### src/rtl/ex_mem_stage.sv
// ---------------------------------------------------------------------------
// ex_mem_stage
//
// EX/MEM pipeline boundary. Captures the ALU result, store data, destination
// index and control bits for the MEM stage, owns the architectural NZCV flag
// register, and resolves conditional branches (B.cond, CBZ, CBNZ) in EX so the
// decision arrives in MEM as mem_branch_taken.
//
// Ports:
//   clk, reset          rising-edge clock; asynchronous active-high reset
//   stall               hold every register (MEM not ready)
//   flush               replace the incoming instruction with a bubble
//   valid_in            EX holds a real instruction
//   alu_result          ALU output (WIDTH)
//   alu_zero/overflow/carryOut/negative   ALU flags for alu_result
//   set_flags           instruction writes NZCV (ADDS/SUBS/ANDS)
//   is_bcond/is_cbz/is_cbnz, cond          branch kind and B.cond code
//   store_data          register value for STUR (WIDTH)
//   rd                  destination register (REG_BITS)
//   reg_write/mem_read/mem_write           EX control bits
//   mem_*               registered copies for the MEM stage
//   mem_branch_taken    registered branch decision
//   flag_n/z/c/v        architectural flag register
// ---------------------------------------------------------------------------
module ex_mem_stage #(
  parameter int WIDTH    = 64,
  parameter int REG_BITS = 5
) (
  input  logic                clk,
  input  logic                reset,
  input  logic                stall,
  input  logic                flush,
  input  logic                valid_in,
  input  logic [WIDTH-1:0]    alu_result,
  input  logic                alu_zero,
  input  logic                alu_overflow,
  input  logic                alu_carryOut,
  input  logic                alu_negative,
  input  logic                set_flags,
  input  logic                is_bcond,
  input  logic                is_cbz,
  input  logic                is_cbnz,
  input  logic [3:0]          cond,
  input  logic [WIDTH-1:0]    store_data,
  input  logic [REG_BITS-1:0] rd,
  input  logic                reg_write,
  input  logic                mem_read,
  input  logic                mem_write,
  output logic                mem_valid,
  output logic [WIDTH-1:0]    mem_alu_result,
  output logic [WIDTH-1:0]    mem_store_data,
  output logic [REG_BITS-1:0] mem_rd,
  output logic                mem_reg_write,
  output logic                mem_mem_read,
  output logic                mem_mem_write,
  output logic                mem_branch_taken,
  output logic                flag_n,
  output logic                flag_z,
  output logic                flag_c,
  output logic                flag_v
);

  logic cond_true;
  logic branch_taken;
  logic load_bubble;
  logic load_insn;
  logic flags_we;

  // B.cond reads the registered flags, never this cycle's ALU flags. A
  // flag-setting op one cycle ahead has already been written by then, so no
  // bypass path is needed.
  always_comb begin
    cond_true = 1'b0;
    case (cond)
      4'b0000: cond_true = flag_z;
      4'b0001: cond_true = !flag_z;
      4'b0010: cond_true = flag_c;
      4'b0011: cond_true = !flag_c;
      4'b0100: cond_true = flag_n;
      4'b0101: cond_true = !flag_n;
      4'b0110: cond_true = flag_v;
      4'b0111: cond_true = !flag_v;
      4'b1000: cond_true = flag_c & !flag_z;
      4'b1001: cond_true = !(flag_c & !flag_z);
      4'b1010: cond_true = (flag_n == flag_v);
      4'b1011: cond_true = (flag_n != flag_v);
      4'b1100: cond_true = !flag_z & (flag_n == flag_v);
      4'b1101: cond_true = !(!flag_z & (flag_n == flag_v));
      default: cond_true = 1'b1;
    endcase
  end

  // CBZ/CBNZ: the ALU passes the tested register through, so alu_zero is
  // the register-is-zero test.
  always_comb begin
    branch_taken = 1'b0;
    if (is_cbz)
      branch_taken = alu_zero;
    else if (is_cbnz)
      branch_taken = !alu_zero;
    else if (is_bcond)
      branch_taken = cond_true;
  end

  // Flush beats stall; an empty EX slot with no stall is also a bubble.
  assign load_bubble = flush | (!stall & !valid_in);
  assign load_insn   = !flush & !stall & valid_in;
  assign flags_we    = load_insn & set_flags;

  always_ff @(posedge clk or posedge reset) begin
    if (reset) begin
      mem_valid        <= 1'b0;
      mem_alu_result   <= '0;
      mem_store_data   <= '0;
      mem_rd           <= '0;
      mem_reg_write    <= 1'b0;
      mem_mem_read     <= 1'b0;
      mem_mem_write    <= 1'b0;
      mem_branch_taken <= 1'b0;
    end else if (load_bubble) begin
      mem_valid        <= 1'b0;
      mem_alu_result   <= '0;
      mem_store_data   <= '0;
      mem_rd           <= '0;
      mem_reg_write    <= 1'b0;
      mem_mem_read     <= 1'b0;
      mem_mem_write    <= 1'b0;
      mem_branch_taken <= 1'b0;
    end else if (load_insn) begin
      mem_valid        <= 1'b1;
      mem_alu_result   <= alu_result;
      mem_store_data   <= store_data;
      mem_rd           <= rd;
      mem_reg_write    <= reg_write;
      mem_mem_read     <= mem_read;
      mem_mem_write    <= mem_write;
      mem_branch_taken <= branch_taken;
    end
  end

  // Logical flag-setting ops clear C and V because the ALU drives those
  // flags low for them; nothing special is needed here.
  always_ff @(posedge clk or posedge reset) begin
    if (reset) begin
      flag_n <= 1'b0;
      flag_z <= 1'b0;
      flag_c <= 1'b0;
      flag_v <= 1'b0;
    end else if (flags_we) begin
      flag_n <= alu_negative;
      flag_z <= alu_zero;
      flag_c <= alu_carryOut;
      flag_v <= alu_overflow;
    end
  end

endmodule
### config.mk
export PLATFORM = sky130hd
export DESIGN_NAME = ex_mem_stage
export DESIGN_NICKNAME = d
export VERILOG_FILES = /design/src/rtl/ex_mem_stage.sv
export SDC_FILE = /design/constraint.sdc
export NUM_CORES = 1
export LEC_CHECK = 0
export CORE_AREA = 4 4 137 139
export DETAILED_ROUTE_END_ITERATION = 7
export DIE_AREA = 0 0 141 143
export GPL_TIMING_DRIVEN = 0
export HOLD_SLACK_MARGIN = 0.03
export SLEW_MARGIN = 20
export SYNTH_ARGS = -nofsm -noshare
export SYNTH_HDL_FRONTEND = slang
export SYNTH_SLANG_ARGS = --single-unit
### constraint.sdc
create_clock -name clk -period 8.4 [get_ports clk]
set_clock_uncertainty 0.15 [all_clocks]
set_input_delay 1.26 -clock clk [delete_from_list [all_inputs] [get_ports clk]]
set_output_delay 1.26 -clock clk [all_outputs]
set_load 0.02 [all_outputs]
# [Word-level counts from Yosys, hierarchy flattened]
# Cells that the tools add are included.
[classes] n_eq_ne=15 bitwise_logic=7 n_mux=20 reduce_logical=12
[op_table] cell="$mux 64" n=4
[op_table] cell="$eq 4x4->1 const B" n=6
[op_table] cell="$eq 4x3->1 const B" n=4
[op_table] cell="$pmux 1 s14" n=1
[op_table] cell="$mux 1" n=13
[op_table] cell="$logic_not 1->1" n=10
[op_table] cell="$mux 5" n=2
[op_table] cell="$eq 4x2->1 const B" n=2
[op_table] cell="$and 1x1->1" n=6
[op_table] cell="$eq 4x1->1 const B" n=1
[op_table] cell="$logic_not 4->1" n=1
[op_table] cell="$reduce_bool 2->1" n=1
[op_table] cell="$eq 1x1->1" n=1
[op_table] cell="$ne 1x1->1" n=1
[op_table] cell="$or 1x1->1" n=1
[word_totals] word_cells=66 in_bits=153 output_inout_bits=142 register_bits=142

# [Longest topological paths before layout]
# Gate-level depths: netlist of run 1.
[depth] ltp_word=9 depth_mapped=6 depth_no_buf=5

# [Least setup slack after synthesis of run 1]
# Ideal clock, no wire load.
[synth_path] kind="in2reg" from="input alu_zero" to="register mem_branch_taken" slack_ns=5.983 stages=5 path_buffers=0 arrival_ns=2.197 t_required_ns=8.181 setup_ns=0.069 path_cell_list="or3b_1 a21boi_2 a2111oi_0 mux2_2 nor2_2"
[synth_via] elab_chain_cells=5
[synth_lines] item="start, declared" line_no="35" rtl="input logic alu_zero,"
[synth_lines] item="$logic_not 1->1" line_no="100" rtl="branch_taken = !alu_zero;"
[synth_lines] item="$mux 1" line_no="99" rtl="else if (is_cbnz)"
[synth_lines] item="$mux 1 *" line_no="97" rtl="if (is_cbz)"
[synth_lines] item="$mux 1 *" line_no="129" rtl="end else if (load_insn) begin"
[synth_lines] item="$mux 1 *" line_no="120" rtl="end else if (load_bubble) begin"
[synth_lines] item="end signal, assigned" line_no="137" rtl="mem_branch_taken <= branch_taken;"
[synth_lines] item="end, declared" line_no="56" rtl="output logic mem_branch_taken,"
# Mark *: on every way between the ends. The rest lies on a longest branch, timed or not. The select of a mux whose other input is x is not followed.
# A chain may end at the register's enable or synchronous reset.

# [Final worst setup path of run 1]
[layout_path] from="register flag_v" to="output flag_v"
[layout_lines] item="start, declared" line_no="60" rtl="output logic flag_v"
[layout_lines] item="start signal, assigned" line_no="153" rtl="flag_v <= alu_overflow;"
# No word-level cell between the ends.

==> out/metrics.cfg, run 1 <==
[logic_synthesis]
synth_ff_type=dfrtp_1
synthesis.instances=346
yosysMostFrequentCell=dfrtp_1
synth_largest_area_cell=dfrtp_1
ys_types=27
yosys_register_bits=142
synthTopCellsByCount=142 x dfrtp_1, 136 x a22o_1, 29 x buf_2
seq_area_frac_synth_pct=68.6
synth-edff-count=0
async_flop_share_pct=100
synth_nets=499
yosysTopAreaCellShare_pct=68.6
synth_area_per_cell_sq_um=15.0
syn_area_sq_um=5180
synth_top_cells_by_area=dfrtp_1 69%, a22o_1 23%, buf_2 2.8%
yosysWarningCount=0

[worst_setup_path]
worstPathArrival_ns=1.50
cp_data_required_time_ns=6.99
reg2reg_depth=5
cp.depth=1
path_cells=clkdlybuf4s50_1
cp_top_family=buffers and inverters
crit_path_end_kind=output port
critPathMaxFanout=6
crit_slowest_cell=clkdlybuf4s50_1
critical_path_buf_inv_count=1
critPathLaunchType=flop
crit_type=flop to output port
max_stage_delay_ns=0.64

[routing]
drt_wl_total_mm=16.8
vias=4289
initialDrtViolationCount=167
drc_errors=0
avgViaCountPerCell=4.76
first_pass_iters=4
antenna_left=0
wl_per_cell_microns=18.6

[min_path]
hold_class=flop to flop
holdPathStages=1

[run]
max_cap_violations=0

[floorplanning]
ioPinCount=295
die_h_microns=143
start_util_pct=29.3
dieArea_sq_um=20200
core-area_sq_um=17700
rows=49
dieWidth_microns=141

[clocking]
cts.htree.levels=4
clk_pin_slew_ns=0.06
cts_made_buffers=17
clock_path_buffers=2
cts_root_buf=clkbuf_16
clock_latency_ns=0.41
cts_resized=0
cts.sinks=142
cts_tree=built
cts_hold_buf=0
cts_setup_buffers=0

[global_route]
grt_pass1_vias=4638
grt_pass1_wl_mm=26.0
grt_max_degree=106
grt.total_usage_pct=16.5
antenna_found_initial=0
gr-total-overflow=0

[sta]
min_period_over_period_pct=34.7
setup_viol=0
hold_viol=0
slew_viol_final=0
fmax_ghz=0.344
maxSlewHeadroom_pct=52.9
setup_tns_ns=0
fin_ws_ns=5.49
tightestPinTransition_ns=0.706
rsz0062_at_grt=no
holdWs_ns=0.337
min_period_ns=2.91

[place]
placed_cell_area_sq_um=8430
gp_congestion=0.819
dpl.hpwl_mm=12.5
portBuffers=293
place_inst=869
place_ws_ns=5.06

[cells_and_area]
fin_nets=812
antenna_cells=0
post_layout_nonfiller_instances=901
utilization_pct=51.4
final_area_sq_um=9080
drive_above_1_share_pct=10.3
synthToLayoutAreaGrowth_pct=75.3

[power_and_ir_drop]
max-vdd-ir-drop_mv=0.127
power_mw=1.81
cellLeakagePower_nw=4.05
power_density_nw_per_um2=200

[run_status]
status=completed

power breakdown:
| part | leakage (nW) | internal [mW] | switching (mW) |
|---|---|---|---|
| logic | 1.82 | 0.143 | 0.111 |
| clock network | 0.302 | 0.530 | 0.292 |
| registers | 1.93 | 0.713 | 0.0215 |
| total | 4.05 | 1.39 | 0.425 |
layout make-up:
type,instances,area (sq um)
clock buffers,20,437
multi-input cells,169,1460
plain buffers,31,153
well taps,229,287
flip-flops and latches,142,3550
repair buffers,294,2960
fillers,1521,8580
inverters,4,22.5
clock inverters,12,208
layout by cell type (no fill, tap or decap), types with 3 or more instances in the layout:
cell	instances
clkbuf_1	5
mux2_2	6
inv_1	3
nand3b_1	4
buf_2	29
a22o_1	136
dfrtp_1	142
clkbuf_16	17
inv_6	3
bufinv_16	5
clkinvlp_4	3
clkdlybuf4s50_1	293
flip-flops by register name, summed over array words and instances (netlist names):
signal            count
flag_c                1
flag_n                1
flag_v                1
flag_z                1
mem_alu_result       64
mem_branch_taken      1
mem_mem_read          1
mem_mem_write         1
mem_rd                5
mem_reg_write         1
mem_store_data       64
mem_valid             1
cell families (layout without fill, tap and decap cells):
kind of cell / after synthesis / after routing / synth area share, %
AOI/OAI and AO/OA: 148 / 148 / 24.8
xor gates and xnor gates: 1 / 1 / 0.169
buffers and inverters: 35 / 361 / 3.24
DFF: 142 / 142 / 68.6
muxes: 6 / 6 / 1.30
and+or+nand+nor: 14 / 14 / 1.89
worst paths after layout:
check,startpoint,end,slack [ns]
worst max-delay path,flag_v,flag_v,5.49
worst min-delay path,mem_valid,mem_valid,0.34
worst max register to register,flag_n,mem_branch_taken,6.79
worst min register to register,mem_valid,mem_valid,0.34
max in group asynchronous,reset,mem_alu_result[51],6.21
min in group asynchronous,reset,mem_alu_result[58],1.06
per-layer routing:
layer	vias up	global-route usage [%]	wire length, microns
li1	1967	-	-
met1	2130	20.7	6970
met2	174	27.5	8480
met3	18	4.99	1040
met4	0	5.20	250
met5	-	0	0
No activity file was read; power rests on OpenSTA's default activity.
==> run 2, diff against run 1 <==
==> constraint.sdc (replaced) <==
create_clock -name clk -period 2.9 [get_ports clk]
set_clock_uncertainty 0.15 [all_clocks]
set_input_delay 0.435 -clock clk [delete_from_list [all_inputs] [get_ports clk]]
set_output_delay 0.435 -clock clk [all_outputs]
set_load 0.02 [all_outputs]
==> out/metrics.cfg, run 2 (same netlist as run 1, synthesis figures left out) <==
[clocking]
cts_made_buffers=17  ; unchanged
clock_path_buffers=2  ; unchanged
cts.htree.levels=4  ; unchanged
cts_hold_buf=0  ; unchanged
cts_setup_buffers=0  ; unchanged
clock_latency_ns=0.40  ; was 0.41 ns
cts_root_buf=clkbuf_16  ; unchanged
clk_pin_slew_ns=0.06  ; about the same
cts_tree=built  ; unchanged
cts.sinks=142  ; unchanged
cts_resized=0  ; unchanged

[global_route]
grt.total_usage_pct=16.5  ; about the same
antenna_found_initial=0  ; unchanged
grt_pass1_wl_mm=26.0  ; about the same
grt_max_degree=32  ; was 106
gr-total-overflow=0  ; unchanged
grt_pass1_vias=4691  ; was 4638

[worst_setup_path]
cp_data_required_time_ns=3.09  ; was 6.99 ns
crit_path_end_kind=flop  ; was output port
crit_type=input pin to flop  ; was flop to output port
r2r-start=flag_v  ; was flag_n
critPathMaxFanout=10  ; was 6
cp-startpoint=stall  ; was flag_v
worstPathArrival_ns=2.29  ; was 1.50 ns
reg2reg_depth=5  ; unchanged
critPathLaunchType=input pin  ; was flop
r2r_end=mem_branch_taken  ; unchanged
r2r_slack_ns=1.29  ; was 6.79 ns

[sta]
maxSlewHeadroom_pct=51.2  ; was 52.9%
min_period_ns=2.10
slew_viol_final=0  ; unchanged
hold_viol=0  ; unchanged
setup_viol=0  ; unchanged
setup_tns_ns=0  ; unchanged
min_period_over_period_pct=72.3
rsz0062_at_grt=no  ; unchanged
tightestPinTransition_ns=0.732  ; was 0.706 ns
fmax_ghz=0.477

[min_path]
hold_class=input pin to asynchronous set/reset pin  ; was flop to flop

[run]
max_cap_violations=0  ; unchanged

[floorplanning]
core-area_sq_um=17700  ; unchanged
start_util_pct=29.3  ; unchanged
die_h_microns=143  ; unchanged
rows=49  ; unchanged
ioPinCount=295  ; unchanged
dieArea_sq_um=20200  ; unchanged
dieWidth_microns=141  ; unchanged

[routing]
antenna_left=0  ; unchanged
first_pass_iters=4  ; unchanged
top_layer=met4  ; unchanged
initialDrtViolationCount=116  ; was 167
wl_met3_mm=1.25  ; was 1.04 mm
drt-met1-wl_mm=6.78  ; was 6.97 mm
avgViaCountPerCell=4.78  ; was 4.76
wl_per_cell_microns=18.6  ; about the same
vias=4323  ; was 4289
met2RoutedLength_mm=8.50  ; was 8.48 mm
drc_errors=0  ; unchanged
drt_wl_total_mm=16.8  ; about the same

[cells_and_area]
final_area_sq_um=9130  ; was 9080 sq um
layout_commonest_cell=clkdlybuf4s50_1  ; unchanged
largestRegisters=mem_alu_result (64), mem_store_data (64), mem_rd (5)  ; unchanged
antenna_cells=0  ; unchanged
synthToLayoutAreaGrowth_pct=76.4  ; was 75.3%
fillers=1524  ; was 1521
fin_nets=816  ; was 812
drive_above_1_share_pct=11.0  ; was 10.3%
final_cell_mix=293 x clkdlybuf4s50_1, 142 x dfrtp_1, 136 x a22o_1  ; unchanged

[power_and_ir_drop]
power_density_nw_per_um2=564  ; was 200 nW/um^2
power_mw=5.15  ; was 1.81 mW
cellLeakagePower_nw=4.08  ; was 4.05 nW
max-vdd-ir-drop_mv=0.380  ; was 0.127 mV

[place]
gp_congestion=0.809  ; was 0.819
dpl.hpwl_mm=13.0  ; was 12.5 mm
portBuffers=293  ; unchanged
placed_cell_area_sq_um=8520  ; was 8430 sq um

[run_status]
status=completed  ; unchanged

run 2: area by class of cell:
cell class                      instances  area (sq um)  area share (%)
Buffer                                 31           153            1.67
Tap cell                              229           287            3.14
Timing Repair Buffer                  298          3050            33.4
Clock buffer                           18           429            4.70
Multi-Input combinational cell        169          1460            15.9
Clock inverter                         13           189            2.07
Inverter                                4          18.8           0.205
Sequential cell                       142          3550            38.9
run 2: worst max-delay path by stage:
stage / to / slack, ns / cells after the start
after floorplan: flag_c / 0.54 / 1
after global placement: mem_store_data[50] / -0.69 / 2
after detailed placement: mem_store_data[34] / 0.30 / 5
after CTS: mem_store_data[34] / 0.73 / 5
after global routing: mem_alu_result[44] / 0.65 / 5
final: mem_store_data[34] / 0.80 / 5
run 2: power by group:
part | switching, mW | internal (mW) | leakage [nW]
Clock | 0.832 | 1.44 | 0.297
Combinational | 0.324 | 0.426 | 1.86
Sequential | 0.0616 | 2.07 | 1.93
Total | 1.22 | 3.93 | 4.08
run 2: per-stage QoR:
stage / instances / hold WS [ns] / setup slack [ns] / util [%]
2_1_floorplan: 346 / 0.418 / 0.538 / -
3_5_place_dp: 873 / 0.337 / 0.303 / 48.2
4_1_cts: 904 / 0.228 / 0.734 / 51.7
3_3_place_gp: 868 / 0.317 / -0.693 / 47.6
6_report: 904 / 0.237 / 0.803 / 51.7
5_1_grt: 904 / 0.241 / 0.653 / 51.7
run 2: metal layers:
layer,GRT usage [%],vias up
met5,0,-
met4,5.92,0
met3,5.49,19
met2,27.9,197
met1,19.6,2125
li1,-,1982
run 2: critical path, cell delays in order:
cell             delay, ns
clkdlybuf4s50_1       0.50
and2b_1               0.21
clkbuf_1              0.58
buf_2                 0.36
a22o_1                0.19
==> run 3, diff against run 2 <==
==> constraint.sdc (replaced) <==
create_clock -name clk -period 2.05 [get_ports clk]
set_clock_uncertainty 0.15 [all_clocks]
set_input_delay 0.3075 -clock clk [delete_from_list [all_inputs] [get_ports clk]]
set_output_delay 0.3075 -clock clk [all_outputs]
set_load 0.02 [all_outputs]
==> out/metrics.cfg, run 3 (same netlist as run 1, synthesis figures left out) <==
[run_status]
status=completed  ; unchanged

[cells_and_area]
antenna_cells=0  ; unchanged
fillers=1523  ; was 1524
final_cell_mix=293 x clkdlybuf4s50_1, 142 x dfrtp_1, 136 x a22o_1  ; unchanged
fin_nets=816  ; unchanged
utilization_pct=51.7  ; about the same
drive_above_1_share_pct=11.1  ; was 11.0%
seq_area_sq_um=3550  ; unchanged
largestRegisters=mem_alu_result (64), mem_store_data (64), mem_rd (5)  ; unchanged
synthToLayoutAreaGrowth_pct=76.4  ; about the same
layout_commonest_cell=clkdlybuf4s50_1  ; unchanged
multi_input_area_sq_um=1460  ; unchanged
final_area_sq_um=9140  ; was 9130 sq um

[sta]
hold_viol=0  ; unchanged
maxSlewHeadroom_pct=70.4  ; was 51.2%
rsz0062_at_grt=no  ; unchanged
setup_viol=0  ; unchanged
fin_ws_ns=0.0912  ; was 0.803 ns
fmax_ghz=0.511
min_period_ns=1.96
slew_viol_final=0  ; unchanged
tightestPinTransition_ns=0.443  ; was 0.732 ns
min_period_over_period_pct=95.6

[floorplanning]
start_util_pct=29.3  ; unchanged
ioPinCount=295  ; unchanged
die_h_microns=143  ; unchanged
dieWidth_microns=141  ; unchanged
rows=49  ; unchanged
core-area_sq_um=17700  ; unchanged
dieArea_sq_um=20200  ; unchanged

[clocking]
clk_pin_slew_ns=0.06  ; about the same
cts_made_buffers=17  ; unchanged
cts.sinks=142  ; unchanged
cts_tree=built  ; unchanged
cts.htree.levels=4  ; unchanged
clock_latency_ns=0.40  ; about the same
clock_path_buffers=2  ; unchanged
cts_hold_buf=0  ; unchanged
cts_root_buf=clkbuf_16  ; unchanged

[global_route]
grt_max_degree=32  ; unchanged
gr-total-overflow=0  ; unchanged
antenna_found_initial=0  ; unchanged
grt_pass1_vias=4691  ; unchanged
grt.total_usage_pct=16.5  ; unchanged
grt_pass1_wl_mm=26.0  ; unchanged

[worst_setup_path]
r2r-start=flag_v  ; unchanged
cp_top_family=buffers and inverters  ; unchanged
crit_path_end_kind=output port  ; was flop
r2r_end=mem_branch_taken  ; unchanged
crit_slowest_cell=clkdlybuf4s50_1  ; was clkbuf_1
worstPathArrival_ns=1.50  ; was 2.29 ns
max_stage_delay_ns=0.65  ; was 0.58 ns
cp-startpoint=flag_v  ; was stall
critPathLaunchType=flop  ; was input pin
critPathMaxFanout=6  ; was 10
cp_data_required_time_ns=1.59  ; was 3.09 ns
cp.depth=1  ; was 5
r2r_slack_ns=0.44  ; was 1.29 ns
reg2reg_depth=5  ; unchanged
path_cells=clkdlybuf4s50_1  ; was clkdlybuf4s50_1 > and2b_1 > clkbuf_1 > buf_2 > a22o_1
crit_type=flop to output port  ; was input pin to flop
cp-endpoint=flag_v  ; was mem_store_data[34]
critical_path_buf_inv_count=1  ; was 3

[routing]
antenna_left=0  ; unchanged
first_pass_iters=4  ; unchanged
wl_per_cell_microns=18.6  ; about the same
drc_errors=0  ; unchanged
avgViaCountPerCell=4.78  ; about the same
vias=4319  ; was 4323
drt_wl_total_mm=16.8  ; about the same
initialDrtViolationCount=117  ; was 116

[min_path]
hold_class=input pin to asynchronous set/reset pin  ; unchanged

[place]
placed_cell_area_sq_um=8520  ; unchanged
gp_congestion=0.809  ; unchanged
place_ws_ns=-0.420  ; was 0.303 ns
portBuffers=293  ; unchanged
dpl.hpwl_mm=13.0  ; unchanged

[run]
max_cap_violations=0  ; unchanged

[power_and_ir_drop]
max-vdd-ir-drop_mv=0.537  ; was 0.380 mV
cellLeakagePower_nw=4.09  ; was 4.08 nW
power_density_nw_per_um2=798  ; was 564 nW/um^2

[run 3: cell counts in the layout (fill, tap and decap cells not counted)]
Identical to the previous run, type by type.
[run 3: what timing repair did]
action,CTS,global route
buffers inserted,0,0
resized for setup,0,2
endpoints found under the setup margin,0,92
[run 3: worst min-delay path by stage]
stage	to	slack [ns]	startpoint
floorplan	mem_store_data[1]	0.29	store_data[1]
global placement	mem_valid	0.32	mem_valid
detailed placement	mem_valid	0.34	mem_valid
CTS	mem_store_data[10]	0.10	reset
global route	mem_store_data[10]	0.11	reset
finish	mem_store_data[10]	0.11	reset
[run 3: layout make-up]
cell class | instances | area share [%]
Sequential cell | 142 | 38.9
Timing Repair Buffer | 298 | 33.4
Multi-Input combinational cell | 169 | 15.9
Clock buffer | 18 | 4.70
Tap cell | 229 | 3.14
Clock inverter | 13 | 2.07
Buffer | 31 | 1.68
Inverter | 4 | 0.205
[run 3: routing by layer]
layer / GRT usage (%) / vias to the layer above / share of wire, %
met3: 5.49 / 19 / 7.5
met5: 0 / - / 0
met4: 5.92 / 0 / 1.7
met2: 27.9 / 200 / 50
li1: - / 1982 / -
met1: 19.6 / 2118 / 40
[run 3: power by group]
part	leakage (nW)	switching [mW]	internal [mW]
clock network	0.297	1.18	2.04
logic	1.86	0.458	0.603
registers	1.93	0.0871	2.92
[run 3: per-stage QoR]
stage	power [mW]	setup TNS [ns]	hold slack [ns]	cells
4_1_cts	7.40	0	0.101	904
2_1_floorplan	3.46	-26.21	0.290	346
3_5_place_dp	4.13	-40.34	0.337	873
3_3_place_gp	4.09	-237.36	0.317	868
6_report	7.29	0	0.110	904
5_1_grt	7.59	0	0.113	904
